==> config.mk <==
export PLATFORM = sky130hd
export DESIGN_NAME = spi_temp_reader
export DESIGN_NICKNAME = d
export VERILOG_FILES = /design/src/rtl/spi_temp_reader.sv
export SDC_FILE = /design/constraint.sdc
export NUM_CORES = 1
export LEC_CHECK = 0
export CAP_MARGIN = 20
export CORE_AREA = 2 2 68 70
export DETAILED_ROUTE_END_ITERATION = 10
export DIE_AREA = 0 0 70 72
export GPL_TIMING_DRIVEN = 0
export PLACE_DENSITY = 0.78
export SLEW_MARGIN = 10
export SYNTH_ARGS = -nofsm -noshare
export SYNTH_HDL_FRONTEND = slang
export SYNTH_SLANG_ARGS = --single-unit
==> constraint.sdc <==
create_clock -name clk_in -period 2.6 [get_ports clk_in]
set_input_delay 0.52 -clock clk_in [delete_from_list [all_inputs] [get_ports clk_in]]
set_output_delay 0.52 -clock clk_in [all_outputs]
set_load 0.03 [all_outputs]
==> src/rtl/spi_temp_reader.sv <==
// spi_temp_reader
// SPI mode-0 read-only master. A rising edge on trig_in runs one transaction:
// CS low, frame_bits bits clocked in MSB-first on SCLK rising edges, CS high.
// The received word is published on data_out with a one-cycle valid_out strobe.
//
// Ports:
//   clk_in      system clock, rising edge
//   rst_in      asynchronous active-high reset
//   trig_in     start request; only a rising edge starts a frame
//   miso_in     serial data from the sensor
//   sclk_out    SPI clock, idles low
//   cs_n_out    chip select, active low
//   data_out    last completed frame, held between frames
//   valid_out   one-cycle strobe when data_out updates
//   busy_out    high from CS assertion through the valid_out cycle
//   overrun_out one-cycle pulse when a trigger arrives while a frame is active
module spi_temp_reader #(
  parameter int clk_div    = 25,
  parameter int frame_bits = 16
) (
  input  logic                  clk_in,
  input  logic                  rst_in,
  input  logic                  trig_in,
  input  logic                  miso_in,
  output logic                  sclk_out,
  output logic                  cs_n_out,
  output logic [frame_bits-1:0] data_out,
  output logic                  valid_out,
  output logic                  busy_out,
  output logic                  overrun_out
);

  localparam int cnt_w = (clk_div > 1) ? $clog2(clk_div) : 1;
  localparam int bit_w = $clog2(2 * frame_bits + 1);
  localparam logic [cnt_w-1:0] cnt_last = cnt_w'(clk_div - 1);
  localparam logic [bit_w-1:0] bit_last = bit_w'(2 * frame_bits - 1);

  typedef enum logic [2:0] {IDLE, SETUP, SHIFT, HOLD, DONE} state_t;

  state_t                state;
  logic                  trig_q;
  logic [cnt_w-1:0]      cnt;
  logic [bit_w-1:0]      bit_cnt;
  logic [frame_bits-1:0] shift_reg;
  logic                  rise;
  logic                  cnt_wrap;

  assign rise     = trig_in & ~trig_q;
  assign cnt_wrap = (cnt == cnt_last);

  always_ff @(posedge clk_in or posedge rst_in) begin
    if (rst_in) begin
      state       <= IDLE;
      // Starts at 1 so a trigger held high through reset is not seen as an edge.
      trig_q      <= 1'b1;
      cnt         <= '0;
      bit_cnt     <= '0;
      shift_reg   <= '0;
      sclk_out    <= 1'b0;
      cs_n_out    <= 1'b1;
      data_out    <= '0;
      valid_out   <= 1'b0;
      busy_out    <= 1'b0;
      overrun_out <= 1'b0;
    end else begin
      trig_q      <= trig_in;
      overrun_out <= rise && (state != IDLE);

      case (state)
        IDLE: begin
          valid_out <= 1'b0;
          busy_out  <= 1'b0;
          sclk_out  <= 1'b0;
          cnt       <= '0;
          bit_cnt   <= '0;
          if (rise) begin
            state    <= SETUP;
            cs_n_out <= 1'b0;
            busy_out <= 1'b1;
          end
        end

        // CS-to-first-SCLK setup time of one half-period.
        SETUP: begin
          if (cnt_wrap) begin
            cnt   <= '0;
            state <= SHIFT;
          end else begin
            cnt <= cnt + 1'b1;
          end
        end

        SHIFT: begin
          if (cnt_wrap) begin
            cnt      <= '0;
            sclk_out <= ~sclk_out;
            bit_cnt  <= bit_cnt + 1'b1;
            // Sample on the edge that drives SCLK high (mode 0).
            if (!sclk_out) begin
              shift_reg <= {shift_reg[frame_bits-2:0], miso_in};
            end
            // The final toggle returns SCLK low.
            if (bit_cnt == bit_last) begin
              state <= HOLD;
            end
          end else begin
            cnt <= cnt + 1'b1;
          end
        end

        // Last-SCLK-to-CS-release hold time of one half-period.
        HOLD: begin
          if (cnt_wrap) begin
            cnt       <= '0;
            state     <= DONE;
            cs_n_out  <= 1'b1;
            data_out  <= shift_reg;
            valid_out <= 1'b1;
          end else begin
            cnt <= cnt + 1'b1;
          end
        end

        DONE: begin
          state     <= IDLE;
          valid_out <= 1'b0;
          busy_out  <= 1'b0;
        end

        default: begin
          state    <= IDLE;
          cs_n_out <= 1'b1;
          sclk_out <= 1'b0;
        end
      endcase
    end
  end

endmodule

# Yosys cells after proc, flatten, opt, wreduce, memory -nomap -nowiden
# Cells that the tools add are included.
# word_totals
regBits	52
in_bits	4
output_inout_bits	21
elab_cells	65
# op_classes
addsub	2
n_eq_ne	11
muxes	18
bitwise_logic	5
n_reduce_logical	18
# op_table
op	count
$mux W3	5
$pmux W3 S4	1
$pmux W6 S2	1
$ne A2 B2 Y1 const B	5
$pmux W5 S2	1
$reduce_or A3 Y1	3
$reduce_and A2 Y1	4
$reduce_bool A2 Y1	4
$add A6 B1 Y6 const B	1
$eq A3 B2 Y1 const B	2
$eq A6 B5 Y1 const B	1
$mux W6	1
$pmux W1 S2	3
$reduce_and A3 Y1	2
$add A5 B1 Y5 const B	1
$eq A5 B5 Y1 const B	1
$mux W5	1
$reduce_and A5 Y1	1
$mux W1	4
$not A1 Y1	4
$eq A3 B1 Y1 const B	1
$eq A3 B3 Y1 const B	1
$logic_not A3 Y1	1
$pmux W1 S3	1
4 further kinds	4

# Logic depth before layout (Yosys ltp)
# Gate-level depths: netlist of the first run.
# depth
ltp_word	4
mapped_depth	7
depth_no_buf	5

# Worst setup path before layout of the first run
# Ideal clock, no wire load.
# synth_path
path_type	register to register
start	register cnt[0]
end	register shift_reg[10]
setup_time_ps	125
arrival_time_ps	1834
t_required_ps	2475
slack_ps	641
stages_incl_launch_ff	8
n_path_buf	2
period_less_slack_ps	1959
path_cell_list	dfrtp_1 > inv_1 > ha_1 > nand4b_1 > or4_4 > buf_6 > buf_12 > mux2_4
# synth_between
elab_chain_len	2
# synth_lines
item	line_no	text
start: declaration	42	logic [cnt_w-1:0] cnt;
start signal: assignment	89	cnt <= cnt + 1'b1;
start signal: assignment	107	cnt <= cnt + 1'b1;
start signal: assignment	120	cnt <= cnt + 1'b1;
$eq A5 B5 Y1	49	assign cnt_wrap = (cnt == cnt_last);
$reduce_and A3 Y1 (no line)	--	
end signal: assignment	100	shift_reg <= {shift_reg[frame_bits-2:0], miso_in};
end: declaration	44	logic [frame_bits-1:0] shift_reg;
# No other way between the ends.
# A chain may end at the register's enable or synchronous reset.

# Worst setup path in the final report of the first run
# layout_path
start	register cnt[0]
end	register data_out[4]
# layout_between
elab_chain_len	2
# layout_lines
item	line_no	text
$eq A5 B5 Y1	49	
$reduce_and A2 Y1 (no line)	--	
end signal: assignment	117	data_out <= shift_reg;
end: declaration	27	output logic [frame_bits-1:0] data_out,
# No other way between the ends.

==> results of run 1 <==
==> synth_stat cells (3+ instances only) <==
cell,n
mux2_4,10
mux2i_1,3
clkbuf_1,5
buf_6,3
nor2_1,3
dfrtp_1,50
nand3_1,7
o21ai_0,7
o211ai_1,3
ha_1,3
inv_1,9
nand2b_1,3
mux2_2,22
nand2_1,13
or4_1,3
a21oi_1,6
==> metal layers <==
metal | routed length (µm) | share of wire, %
met1 | 1940 | 48
met2 | 1920 | 47
met3 | 123 | 3.0
met4 | 55 | 1.4
met5 | 0 | 0
==> worst min path at each step <==
stage,to,slack (ns),cells after the start
after global routing,data_out[3],0.51,2
after floorplan,shift_reg[15],0.48,1
after global placement,busy_out,0.47,2
after CTS,shift_reg[0],0.50,2
final,shift_reg[2],0.49,2
after detailed placement,busy_out,0.48,2
==> kinds of logic after synthesis <==
| group | Yosys count |
|---|---|
| flops | 52 |
| simple gates | 49 |
| mux | 35 |
| compound gates | 28 |
| buf+inv | 20 |
| fa+ha+maj | 3 |
==> metrics by stage <==
step	area (µm²)	worst slack, ns	utilization (%)	setup TNS (ns)	power [W]
after floorplan	2360	0.641	-	0	0.000845
after global placement	2670	-0.113	62.5	-5.51	0.000856
after detailed placement	2690	0.327	63.0	0	0.000860
after CTS	2780	0.315	65.1	0	0.00131
after global routing	2780	0.147	65.1	0	0.00135
final	2780	0.337	65.1	0	0.00130
==> power groups by stage <==
| stage | logic [W] | clock network (W) | registers [W] |
|---|---|---|---|
| floorplan | 0.0000150 | 0 | 0.000830 |
| global placement | 0.0000277 | 0 | 0.000828 |
| detailed placement | 0.0000317 | 0 | 0.000828 |
| CTS | 0.0000317 | 0.000461 | 0.000812 |
| global route | 0.0000347 | 0.000502 | 0.000813 |
| finish | 0.0000301 | 0.000454 | 0.000812 |
==> area by class of cell <==
class,count,area (µm²),share of cell area (%)
Inverter,9,33.8,1.22
Timing Repair Buffer,25,260,9.38
Sequential cell,52,1300,47.0
Multi-Input combinational cell,115,941,33.9
Buffer,11,82.6,2.98
Clock inverter,2,16.3,0.586
Clock buffer,6,72.6,2.61
Tap cell,52,65.1,2.34
==> critical path, stage by stage (launching register included) <==
cell	delay [ns]
dfrtp_1	0.44
inv_1	0.08
ha_1	0.18
and4b_1	0.19
buf_2	0.20
nand4b_1	0.41
buf_2	0.36
mux2_2	0.30
==> impl_results.md, run 1 <==
* Final HPWL DP at between 2000 and 3000 µm
* Die area at around 5000 µm²
* Crit Path Max Fanout at 10
* Hold_buf cts at 0
* RR Startpoint: cnt[0]
* Xor/xnor share of the synthesized area at 0%
* Nets at 226
* Placer Congestion at 0.849
* Startpoint types: flop
* Total number of yosys warnings at 0
* Unrepaired setup endpoints after global routing: no
* Drt first-iter violations at 90
* Clock transition at the registers of the reported paths at about 0.090 ns
* First-pass GRT wire length at between 7000 and 8000 µm
* Post-synthesis mux area share at 18.1%
* Diode count at 0
* Post-Syn Nets at between 150 and 200
* #FFs+latches synth at 52
* Worst relative slew slack at a little over two thirds
* DR vias/cell at approximately 5.6
* R2r worst-path depth at 7
* Die W at around 70 µm
* CP Class: reg2reg
* Sequential Power Share at a little over three fifths
* Worst hold slack at 0.486 ns
* Placed insts at 264
* Final min period at approximately 2.3 ns
* Site Rows at 24
* Vias post-DR at 1515
* Ys flop type: dfrtp_1
* Gr ovfl total at 0
* Routed WL at 4040 µm
* Clock network power share at between 30% and 40%
* CTS root buf: clkbuf_8
* GR Util met3 at 3.33%
* First-pass detailed-route iteration total at 4
* Library cells used by synthesis at 43
* Final Hold Vio Count at 0
* Arrival time worst endpoint at roughly 2.5 ns
* Yosys top cell area share at approximately 53%
* Area Overhead vs Synth at 17.5%
* Synth top area cells: dfrtp_1 (53%), mux2_2 (10%), mux2_4 (6.4%)
* Leakage at about 1.3 nW
* CTS buffer count at 5
* VDD IR max at 0.397 mV
* Grt met2 use at ~27%
* Largest area contributor in the netlist: dfrtp_1
* Tcrit/Tclk final at 87.0%
* Max Cap Violations at 0
* Sw Pwr at ~0.00028 W
* Critical Path Sink: data_out[4]
* CTS tree: yes
* # clock sinks at 52
* WP data required at ~2.8 ns
* Post-Synth Adder-Cell Area at around 1.6%
* Ys async rst share at 100%
* Slew Viols, Final at 0
* Initial antenna violation count at 0
* Internal at 0.00101 W
* Worst-Margin Slew at between 0.4 and 0.5 ns
* Port-buffer cells at 24
* Net Sw Frac at 21.8%
* Most frequent cells in the layout: dfrtp_1 (50), clkdlybuf4s50_1 (24), mux2_2 (22)
* Gate Count Post-Synth at ~190
* Core area at roughly 4300 µm²
* Final std cells w/o fill at 272
* Compound-Gate Fraction of Synth Area at 7.90%
* Pwr Density at between 400 and 500 nW/µm²
* # fillers at 345
* Reg2Reg Setup Slack at ~0.34 ns
* Mapped Area at ~2400 µm²
* M1 GR Usage at between 20 and 30%
* EDFF count, synth at 0
* Vert. Die Dim at slightly above 70 µm
* Most Crowded Layer GR: met2
* Status: finished clean
* Sequential fraction of the synthesis area at between 50% and 60%
* Post_cts resized at 0
* Vias in the first global route at between 1000 and 1500
* Crit end category: flop
* Simple-gate area share of the yosys netlist at around 12%
* Worst reg2reg endpoint: data_out[4]
* Clock tree buffer depth at 2
* Fraction of layout cells with a size suffix above 1 at about 25%
* Total track usage at between 10% and 20%
* CP startpoint: cnt[0]
* Combinational power share at under 10%
* Avg Cell Area, Syn at 12.6 µm²
* Most common cell after layout, fill and taps aside: dfrtp_1
* DRC Markers at 0
* Clk_skew at approximately 0.0066 ns
* CTS H-Tree Depth at 2
* Dominant combinational cell family by area after synthesis: multiplexers
* Post-CTS Setup Bufs at 0
* Largest net degree at the start of global routing at 38
* Ports at 25
* Final setup viols at 0
* Starting Density at between 50 and 60%
* Post-DRT Antenna Nets at 0
* Worst hold path class: in2async
* WL per Instance at roughly 15 µm
* Fmax at 442 MHz
* Clock insertion delay at the later pin of the skew report at about 0.30 ns
No activity file was read; power rests on OpenSTA's default activity.
==> inputs of run 2 (changes only) <==
HOLD_SLACK_MARGIN = 0.05   (was default)
==> results of run 2 <==
The final DEF is identical to that of run 1; final timing and power are the same.
